## src/rtl/stage_if_pkg.sv

```systemverilog
// Shared definitions for the instruction-fetch stage: bus widths, the zero
// word that decode treats as a bubble, and the fetch FSM state encodings.
package stage_if_pkg;

    localparam int InstAddrBus = 32;
    localparam int InstBus     = 32;

    localparam logic [InstBus-1:0] ZeroWord = '0;

    typedef enum logic [1:0] {
        IDLE  = 2'd0,
        FETCH = 2'd1,
        HOLD  = 2'd2
    } fetch_state_e;

endpackage

```

## src/rtl/stage_if.sv

```systemverilog
// Instruction fetch stage. Reads an instruction one byte at a time through a
// memory arbiter (request/grant, data one cycle after grant), assembles the
// four bytes little-endian, and presents the word to the if/id latch until it
// is accepted. A branch redirect restarts the fetch at the word-aligned target
// and discards anything in flight. rdy=0 freezes the whole stage.
//
// Handshakes:
//   mem_req_o/mem_grant_i : a request is accepted on a rising edge where both
//                           are high; the byte for it is on mem_byte_i during
//                           the following cycle.
//   inst_valid_o/inst_ready_i : the held instruction is consumed on a rising
//                           edge where both are high; while valid and not
//                           ready, pc_o and inst_o stay stable.
module stage_if
    import stage_if_pkg::*;
(
    input  logic                   clk,
    input  logic                   rst,
    input  logic                   rdy,
    input  logic                   branch_enable_i,
    input  logic [InstAddrBus-1:0] branch_addr_i,
    output logic                   mem_req_o,
    output logic [InstAddrBus-1:0] mem_addr_o,
    input  logic                   mem_grant_i,
    input  logic [7:0]             mem_byte_i,
    input  logic                   inst_ready_i,
    output logic                   inst_valid_o,
    output logic [InstAddrBus-1:0] pc_o,
    output logic [InstBus-1:0]     inst_o
);

    fetch_state_e           state_q, state_d;
    logic [InstAddrBus-1:0] pc_q, pc_d;
    logic [2:0]             req_idx_q, req_idx_d;
    logic                   pending_q, pending_d;
    logic [1:0]             pend_idx_q, pend_idx_d;
    logic [InstBus-1:0]     inst_buf_q, inst_buf_d;
    logic                   req;

    // State register: reset wins over everything, otherwise take next values.
    always_ff @(posedge clk) begin
        if (rst) begin
            state_q    <= IDLE;
            pc_q       <= ZeroWord;
            req_idx_q  <= 3'd0;
            pending_q  <= 1'b0;
            pend_idx_q <= 2'd0;
            inst_buf_q <= ZeroWord;
        end else begin
            state_q    <= state_d;
            pc_q       <= pc_d;
            req_idx_q  <= req_idx_d;
            pending_q  <= pending_d;
            pend_idx_q <= pend_idx_d;
            inst_buf_q <= inst_buf_d;
        end
    end

    // Next-state logic, byte capture and memory request generation.
    always_comb begin
        state_d    = state_q;
        pc_d       = pc_q;
        req_idx_d  = req_idx_q;
        pending_d  = pending_q;
        pend_idx_d = pend_idx_q;
        inst_buf_d = inst_buf_q;

        req        = rdy && (state_q == FETCH) && (req_idx_q < 3'd4);
        mem_req_o  = req;
        mem_addr_o = req ? (pc_q + {29'd0, req_idx_q}) : ZeroWord;

        if (rdy) begin
            // The byte for last cycle's grant lands in its little-endian slot.
            if (pending_q) begin
                inst_buf_d[{pend_idx_q, 3'b000} +: 8] = mem_byte_i;
            end

            if (branch_enable_i) begin
                // Redirect: clearing pending drops any byte still in flight.
                pc_d      = {branch_addr_i[31:2], 2'b00};
                req_idx_d = 3'd0;
                pending_d = 1'b0;
                state_d   = FETCH;
            end else begin
                case (state_q)
                    IDLE: begin
                        state_d   = FETCH;
                        req_idx_d = 3'd0;
                        pending_d = 1'b0;
                    end
                    FETCH: begin
                        if (req && mem_grant_i) begin
                            req_idx_d  = req_idx_q + 3'd1;
                            pending_d  = 1'b1;
                            pend_idx_d = req_idx_q[1:0];
                        end else begin
                            pending_d = 1'b0;
                        end
                        if (pending_q && (pend_idx_q == 2'd3)) begin
                            state_d = HOLD;
                        end
                    end
                    HOLD: begin
                        if (inst_ready_i) begin
                            pc_d      = pc_q + 32'd4;
                            req_idx_d = 3'd0;
                            pending_d = 1'b0;
                            state_d   = FETCH;
                        end
                    end
                    default: begin
                        state_d = IDLE;
                    end
                endcase
            end
        end
    end

    // Instruction outputs depend only on registered state.
    always_comb begin
        inst_valid_o = (state_q == HOLD);
        pc_o         = pc_q;
        inst_o       = (state_q == HOLD) ? inst_buf_q : ZeroWord;
    end

endmodule

```

## config.mk

```make
export PLATFORM = sky130hd
export DESIGN_NAME = stage_if
export DESIGN_NICKNAME = d
export VERILOG_FILES = /design/src/rtl/stage_if_pkg.sv /design/src/rtl/stage_if.sv
export SDC_FILE = /design/constraint.sdc
export NUM_CORES = 1
export LEC_CHECK = 0
export CAP_MARGIN = 20
export CORE_ASPECT_RATIO = 0.7
export CORE_MARGIN = 1
export CORE_UTILIZATION = 47
export DETAILED_ROUTE_END_ITERATION = 8
export PLACE_DENSITY = 0.91
export SLEW_MARGIN = 25
export SYNTH_ARGS = -nofsm -noshare
export SYNTH_HDL_FRONTEND = slang
export SYNTH_SLANG_ARGS = --single-unit
```

## constraint.sdc

```tcl
create_clock -name clk -period 2.7 [get_ports clk]
set_clock_uncertainty 0.05 [all_clocks]
set_input_delay 0.405 -clock clk [delete_from_list [all_inputs] [get_ports clk]]
set_output_delay 0.405 -clock clk [all_outputs]
set_load 0.02 [all_outputs]
```

== Yosys cells after proc, flatten, opt, wreduce, memory -nomap -nowiden ==
Index checks and enable logic that the tools add are counted.

* Output and inout bits: 98
* Input port bits: 46
* Register bits after elaboration: 72

* Add/subtract/negate cells: 4
* Reductions and logical operators: 14
* Shift-type cells: 2
* Equality and inequality tests: 6
* $lt $le $gt $ge: 1
* Multiplexer cells: 18
* Bitwise logic cells: 1

{| class="wikitable"
|+ Operator list
! kind !! count
|-
| 32-bit two-way mux || 5
|-
| 32-bit by 3-bit adder with 32-bit output || 1
|-
| 32-bit by 3-bit adder with 32-bit output (second input constant) || 1
|-
| 32-bit bitwise mux || 1
|-
| 8-bit by 7-bit variable shift with 32-bit output (first input constant) || 1
|-
| 8-bit by 7-bit indexed part select with 32-bit output || 1
|-
| 3-bit two-way mux || 3
|-
| 3-bit case mux with 3 select lines || 1
|-
| 3-bit AND reduction || 3
|-
| 4-bit AND reduction || 2
|-
| 5-bit negator with 7-bit output || 1
|-
| 2-bit two-way mux || 3
|-
| 3-bit by 2-bit inequality test with 1-bit output (second input constant) || 2
|-
| 2-bit case mux with 3 select lines || 1
|-
| 2-bit equality test (second input constant) || 2
|-
| 1-bit logical AND || 4
|-
| 2-bit nonzero test || 2
|-
| 4-bit nonzero test || 1
|-
| 3-bit by 1-bit adder with 3-bit output (second input constant) || 1
|-
| 3-bit < comparator (second input constant) || 1
|-
| 1-bit two-way mux || 3
|-
| 3-bit inequality test (second input constant) || 1
|-
| 1-bit case mux with 3 select lines || 1
|-
| 2-bit by 1-bit equality test with 1-bit output (second input constant) || 1
|-
| 3 further kinds || 3
|}

== Logic depth before layout (Yosys ltp) ==
Gate-level depths: netlist (run 1).

* Word-level depth: 7
* Depth in mapped cells: 8
* Mapped depth without buffers: 7

== Worst setup path before layout (run 1) ==
No wires, ideal clock.

* Path kind: flip-flop to output port
* Start: register pc_q[2], in the netlist pc_o[2]
* End: output mem_addr_o[23]
* Cell stages (with the launch flop): 7
* Buffers on the path: 1
* Setup slack: -0.069 ns
* Data required time: 2.245 ns
* Data arrival time: 2.314 ns
* Cells stage by stage: dfxtp_1 -> ha_1 -> nand4_4 -> or4_1 -> buf_2 -> or3_1 -> a21oi_1

* Cells in the longest elaborated chain, start to end: 2

{| class="wikitable"
|+ RTL lines
! item !! line !! text
|-
| from (decl) || stage_if.sv:33 || <nowiki>logic [InstAddrBus-1:0] pc_q, pc_d;</nowiki>
|-
| from (signal assigned) || stage_if.sv:44 || <nowiki>pc_q <= ZeroWord;</nowiki>
|-
| from (signal assigned) || stage_if.sv:51 || <nowiki>pc_q <= pc_d;</nowiki>
|-
| 32-bit by 3-bit adder with 32-bit output || stage_if.sv:70 || <nowiki>mem_addr_o = req ? (pc_q + {29'd0, req_idx_q}) : ZeroWord;</nowiki>
|-
| 32-bit two-way mux || stage_if.sv:70 ||
|-
| to (decl) || stage_if.sv:23 || <nowiki>output logic [InstAddrBus-1:0] mem_addr_o,</nowiki>
|}

No other way between the ends.

== Final worst setup path (run 1) ==
* Start: register pc_q[2], in the netlist pc_o[2]
* End: output mem_addr_o[30]

Same word-level chain as after synthesis.

==> results.cfg, run 1 <==
[status]
outcome = complete, no violations

[power_and_ir_drop]
power_density_mw_per_mm2 = 398
share_seq_of_total_power = 0.405
power.internal_uw = 1960
switching_share = 0.271
p_switching_uw = 729
clock_power_share = 0.434
power_frac_comb = 0.160
power.total_uw = 2690
ir_drop_v = 0.000282
leakage_uw = 0.00259

[clock_tree]
cts_inserted_buffers = 9
clock-root-buffer = clkbuf_16
hold_buffers = 0
cts_tree = done
clkTransAtPathRegs_ps = 60
cts_sinks = 70
clk_latency_ps = 330
htreeDepth = 3
cts_buffer_depth = 2

[grt]
overflow = 0
grt_pass1_vias = 5195
antenna_found_initial = 1
grt_pass1_wl_um = 27100
grt_max_degree = 64
gr-usage-all-layers = 0.346

[synth]
yosys_warnings = 0
ys_ff_latch = 70
synth_cells = 584
ys_types = 64
yosysSeqAreaShare = 0.313
synth_edf_count = 0
async_flop_share = 0
synthesis.area_sq_mm = 0.00448
syn_avg_cell_area_sq_um = 7.68
synth_flop_cell = dfxtp_1

[place]
post-dp-hpwl_um = 13000
dp_cells = 869
postPlaceCellArea_sq_mm = 0.00635
io_buffers = 139
gp_congestion = 0.934

[min_path]
min_from = rst
hold_path_end = pc_o[29]
whs_path_depth = 2
hold_path.class = in -> reg

[worst_setup_path]
setup.worst_path.start_class = flop
crit_top_cell = buf_4
critical_path_peak_fanout = 6
max_stage_delay_ps = 360
slowest_stage = dfxtp_2
critPathCaptureType = output pin
startpoint = pc_o[2]
reg2reg_slack_ps = 350
cp_cell_sequence = ha_4 -> nand4_4 -> buf_6 -> nor4_4 -> buf_4 -> buf_6 -> buf_4 -> nand3_1 -> xor2_1 -> nor2_1 -> buf_4
crit_required_ps = 2250
r2r_cells = 9
crit_arrival_ps = 2210
critPathKind = reg -> out
regToRegEndpoint = pc_o[30]
reg2reg_from = pc_o[2]

[floorplanning]
placement_rows = 29
die-area_sq_mm = 0.00994
die_w_um = 119
die_h_um = 83.7
core_area_sq_mm = 0.00914
start_util = 0.490
num_io_pins = 144

[timing]
slew_headroom = 0.488
max_freq_ghz = 0.375
rsz0062_at_grt = true
maxSlewViolCount = 0
max_slew.worst_pin.slew_ps = 765
hold_viol = 0
tns_ps = 0
setup_viol = 0
fin_crit_sh = 0.986
finalCriticalPeriod_ps = 2660

[final_layout]
synthToLayoutAreaGrowth_pct = 50.9
layout.cells.non_filler = 893
regArea_sq_mm = 0.00141
drive_above_1_share = 0.192
fill_cells = 654
antenna_cells = 0
fin_nets = 818
multiInputGateArea_sq_mm = 0.00290
fin_area_sq_mm = 0.00677

[drt]
routed_wl_um = 17700
vias = 5523
post_drt_via_cell_ratio = 6.18
final_antenna_net_count = 0
post-route-drc-count = 0
drt_iter0_markers = 766
dr.pass1.iters = 6
wire_per_inst_um = 19.8

[job]
cap_viol_max_count = 0
==> flip-flops by register name, indices dropped and copies added, names as in the netlist <==
register / flops
pc_o: 30
req_idx_q: 3
pend_idx_q: 2
pending_q: 1
inst_buf_q: 32
state_q: 2
==> critical path, delay by kind of cell (launching register included) <==
family,cells,cell delay (ps)
buf+inv,5,710
xor+xnor,1,160
fa+ha+maj,1,160
simple gates,4,490
flops,1,360
==> final cells by class <==
| class | instances | share of cell area |
|---|---|---|
| clock buffer | 10 | 0.0338 |
| clock inverter | 6 | 0.00925 |
| inverter | 13 | 0.00721 |
| multi-input combinational | 450 | 0.428 |
| sequential | 70 | 0.208 |
| tap | 124 | 0.0229 |
| timing repair buffer | 220 | 0.290 |
==> cells in the mapped netlist, types with 13 or more instances <==
master    number  area share
nor2_1        91       0.076
dfxtp_1       70        0.31
and2_1        39       0.054
a22oi_1       36       0.060
nand2_1       36       0.030
nand3_1       28       0.031
o21ai_0       27       0.030
clkbuf_1      25       0.021
a21oi_1       23       0.026
nand4_1       17       0.024
xor2_1        15       0.029
inv_1         13       0.011
nor3_1        13       0.015
xnor2_1       13       0.025
==> repair_timing <==
action                     4_1_cts  5_1_grt
resized for setup               67       23
setup endpoints to repair       28       24
setup buffers                    4        4
pin swaps                        3        3
==> power by group through the flow <==
stage | registers, uW | clock network [uW] | logic, uW
after global routing | 1090 | 1230 | 453
after CTS | 1090 | 1180 | 417
after detailed placement | 1110 | 0 | 417
after floorplan | 1130 | 0 | 184
after global placement | 1110 | 0 | 410
final | 1090 | 1170 | 431
==> stage by stage <==
stage | utilization | hold WS, ps | setup WS (ps)
after floorplan | - | 407 | 23.0
after global routing | 0.740 | 359 | -45.8
after global placement | 0.694 | 433 | -165
final | 0.740 | 355 | 36.5
after detailed placement | 0.694 | 442 | -233
after CTS | 0.729 | 328 | -81.4
==> kinds of logic (layout without fill, tap and decap cells) <==
group           Yosys count  in the layout  synth area share
flops                    70             70             0.312
other cells               1              2          0.000836
xor+xnor                 28             28            0.0547
simple gates            274            274             0.330
buf+inv                  65            249            0.0664
compound gates          137            137             0.211
mux                       1              1           0.00223
fa+ha+maj                 8              8            0.0223
==> layout by cell type, fill, tap and decap left out, drive strengths merged, types with 3 or more instances in the layout <==
master and count:
and2 40, nand2 36, dfxtp 70, dlymetal6s2s 3, a211oi 5, nor2 91, dlygate4sd2 11, buf 91
a22o 4, nand4 20, ha 8, clkdlybuf4s50 110, clkbuf 12, nor4b 5, a22oi 36, nand3 30
a32o 5, a31oi 6, o21ai 27, or4 5, inv 13, or3 3, nor4 15, xor2 15
nor2b 4, o31ai 9, xnor2 13, clkdlybuf4s15 3, and3 4, a21oi 23, nor3 14, clkinv 5
==> layer usage <==
metal | wire [um] | part of all wire | global-route usage | up-vias
met3 | 2070 | 0.12 | 0.0915 | 50
met4 | 363 | 0.021 | 0.0875 | 0
met2 | 7870 | 0.45 | 0.539 | 397
li1 | - | - | - | 2462
met1 | 7360 | 0.42 | 0.474 | 2614
met5 | 0 | 0 | 0 | -
==> worst max-delay path by stage <==
stage                                end  depth (start not counted)  slack (ps)
after floorplan           mem_addr_o[31]                          7          20
after global placement    mem_addr_o[23]                          6        -170
after detailed placement  mem_addr_o[23]                          6        -230
after CTS                 mem_addr_o[23]                          6         -80
after global routing      mem_addr_o[30]                         11         -50
final                     mem_addr_o[30]                         11          40
(Power assumes the default switching activity.)
==> run 2, diff against run 1 <==
--- a/config.mk
+++ b/config.mk
@@ -15,3 +15,4 @@
 export SYNTH_ARGS = -nofsm -noshare
 export SYNTH_HDL_FRONTEND = slang
 export SYNTH_SLANG_ARGS = --single-unit
+export TNS_END_PERCENT = 50
==> run 2 against run 1 <==
Effect of this change:
- clock-buffer cell count unchanged
- first-iteration DRC count up 7.0%
- sequential power about the same
- setup slack worse by 17 ps
- critical path depth down 1
- clock power about the same
- critical endpoint unchanged
==> results.cfg, run 2 (same netlist as run 1, synthesis figures left out) <==
[final_layout]
synthToLayoutAreaGrowth_pct = 50.7
drive_above_1_share = 0.194
layout.cells.non_filler = 893
final_common_cell = clkdlybuf4s50_1
antenna_cells = 0
largest_reg_flops = 32
fin_nets = 818
top_register = inst_buf_q
fill_cells = 659
mostFrequentLayoutCells = 110 x clkdlybuf4s50_1, 90 x nor2_1, 81 x buf_4, 64 x dfxtp_1, 39 x and2_1

[power_and_ir_drop]
leakage_uw = 0.00259
ir_drop_v = 0.000279
power_density_mw_per_mm2 = 399

[timing]
worst_hold_slack_ps = 356
slew_headroom = 0.487
max_freq_ghz = 0.373
finalCriticalPeriod_ps = 2680
maxSlewViolCount = 0
setup_viol = 0
rsz0062_at_grt = true
fin_crit_sh = 0.993
max_slew.worst_pin.slew_ps = 767
hold_viol = 0

[clock_tree]
cts_inserted_buffers = 9
cts_sinks = 70
clk_latency_ps = 330
clock-root-buffer = clkbuf_16
clkTransAtPathRegs_ps = 60
htreeDepth = 3
cts_buffer_depth = 2
cts_tree = done

[worst_setup_path]
r2r_cells = 9
crit_top_cell = buf_4
path_buf_inv = 5
max_stage_delay_ps = 340
crit_required_ps = 2250
critPathCaptureType = output pin
crit_arrival_ps = 2230
cp_cell_sequence = buf_4 -> nand4_2 -> nor4_4 -> buf_4 -> buf_6 -> buf_4 -> nand3_1 -> xor2_1 -> nor2_1 -> buf_4
regToRegEndpoint = pc_o[30]
critPathKind = reg -> out
setup.worst_path.start_class = flop
reg2reg_slack_ps = 330
critical_path_peak_fanout = 7
critPathTopFamily = buffers and inverters
slowest_stage = dfxtp_1
reg2reg_from = pc_o[2]

[place]
dp_cells = 869
io_buffers = 139
gp_congestion = 0.934
post-dp-hpwl_um = 13000

[floorplanning]
num_io_pins = 144
core_area_sq_mm = 0.00914
placement_rows = 29
die_w_um = 119
die-area_sq_mm = 0.00994
start_util = 0.490
die_h_um = 83.7

[drt]
wire_per_inst_um = 19.6
dr.pass1.iters = 6
drt_iter0_markers = 820
routed_wl_um = 17500
post-route-drc-count = 0
post_drt_via_cell_ratio = 6.15
final_antenna_net_count = 0
vias = 5488

[grt]
gr-usage-all-layers = 0.346
grt_pass1_vias = 5195
overflow = 0
antenna_found_initial = 0
grt_pass1_wl_um = 27100
grt_max_degree = 64

[status]
outcome = complete, no violations

[min_path]
hold_path_end = pc_o[29]
whs_path_depth = 2
min_from = rst
hold_path.class = in -> reg

[job]
cap_viol_max_count = 0
[run 2: repair_timing]
item	CTS	global route
gates resized for setup	69	20
buffers inserted	4	4
hold endpoints to repair	0	0
pin swaps	3	3
setup endpoints to repair	28	24
hold buffers	0	0
[run 2: area by class of cell]
cell class                      count  area (sq um)  area share
Clock inverter                      6          62.6     0.00926
Timing Repair Buffer              220          1960       0.291
Multi-Input combinational cell    450          2890       0.427
Inverter                           13          48.8     0.00722
Sequential cell                    70          1410       0.209
Tap cell                          124           155      0.0230
Clock buffer                       10           229      0.0339
[run 2: where the power goes]
group          internal, uW  total [uW]  leakage, uW  switching (uW)
sequential             1060        1090     0.000570            32.3
combinational           192         430      0.00187             237
clock                   714        1170     0.000146             459
[run 2: routing by layer]
layer,GRT usage,share of wire
met1,0.478,0.43
met2,0.535,0.44
met3,0.0881,0.11
met4,0.0898,0.020
met5,0,0
[run 2: stage by stage]
stage          worst slack, ps   util  TNS (ps)  cell area [sq um]  power, uW
3_3_place_gp              -165  0.694      -564               6350       1520
5_1_grt                  -47.1  0.739      -114               6760       2770
4_1_cts                  -53.1  0.729      -105               6670       2680
2_1_floorplan             23.0      -         0               4490       1320
6_report                  19.5  0.739         0               6760       2690
3_5_place_dp              -233  0.694      -880               6350       1530
[run 2: worst max-delay path by stage]
| stage | start | end | slack [ps] | cells after the start |
|---|---|---|---|---|
| 2_1_floorplan | pc_o[2] | mem_addr_o[31] | 20 | 7 |
| 3_3_place_gp | pc_o[2] | mem_addr_o[23] | -170 | 6 |
| 3_5_place_dp | pc_o[2] | mem_addr_o[23] | -230 | 6 |
| 4_1_cts | req_idx_q[2] | mem_addr_o[30] | -50 | 11 |
| 5_1_grt | pc_o[13] | mem_addr_o[30] | -50 | 10 |
| 6_report | pc_o[14] | mem_addr_o[30] | 20 | 10 |
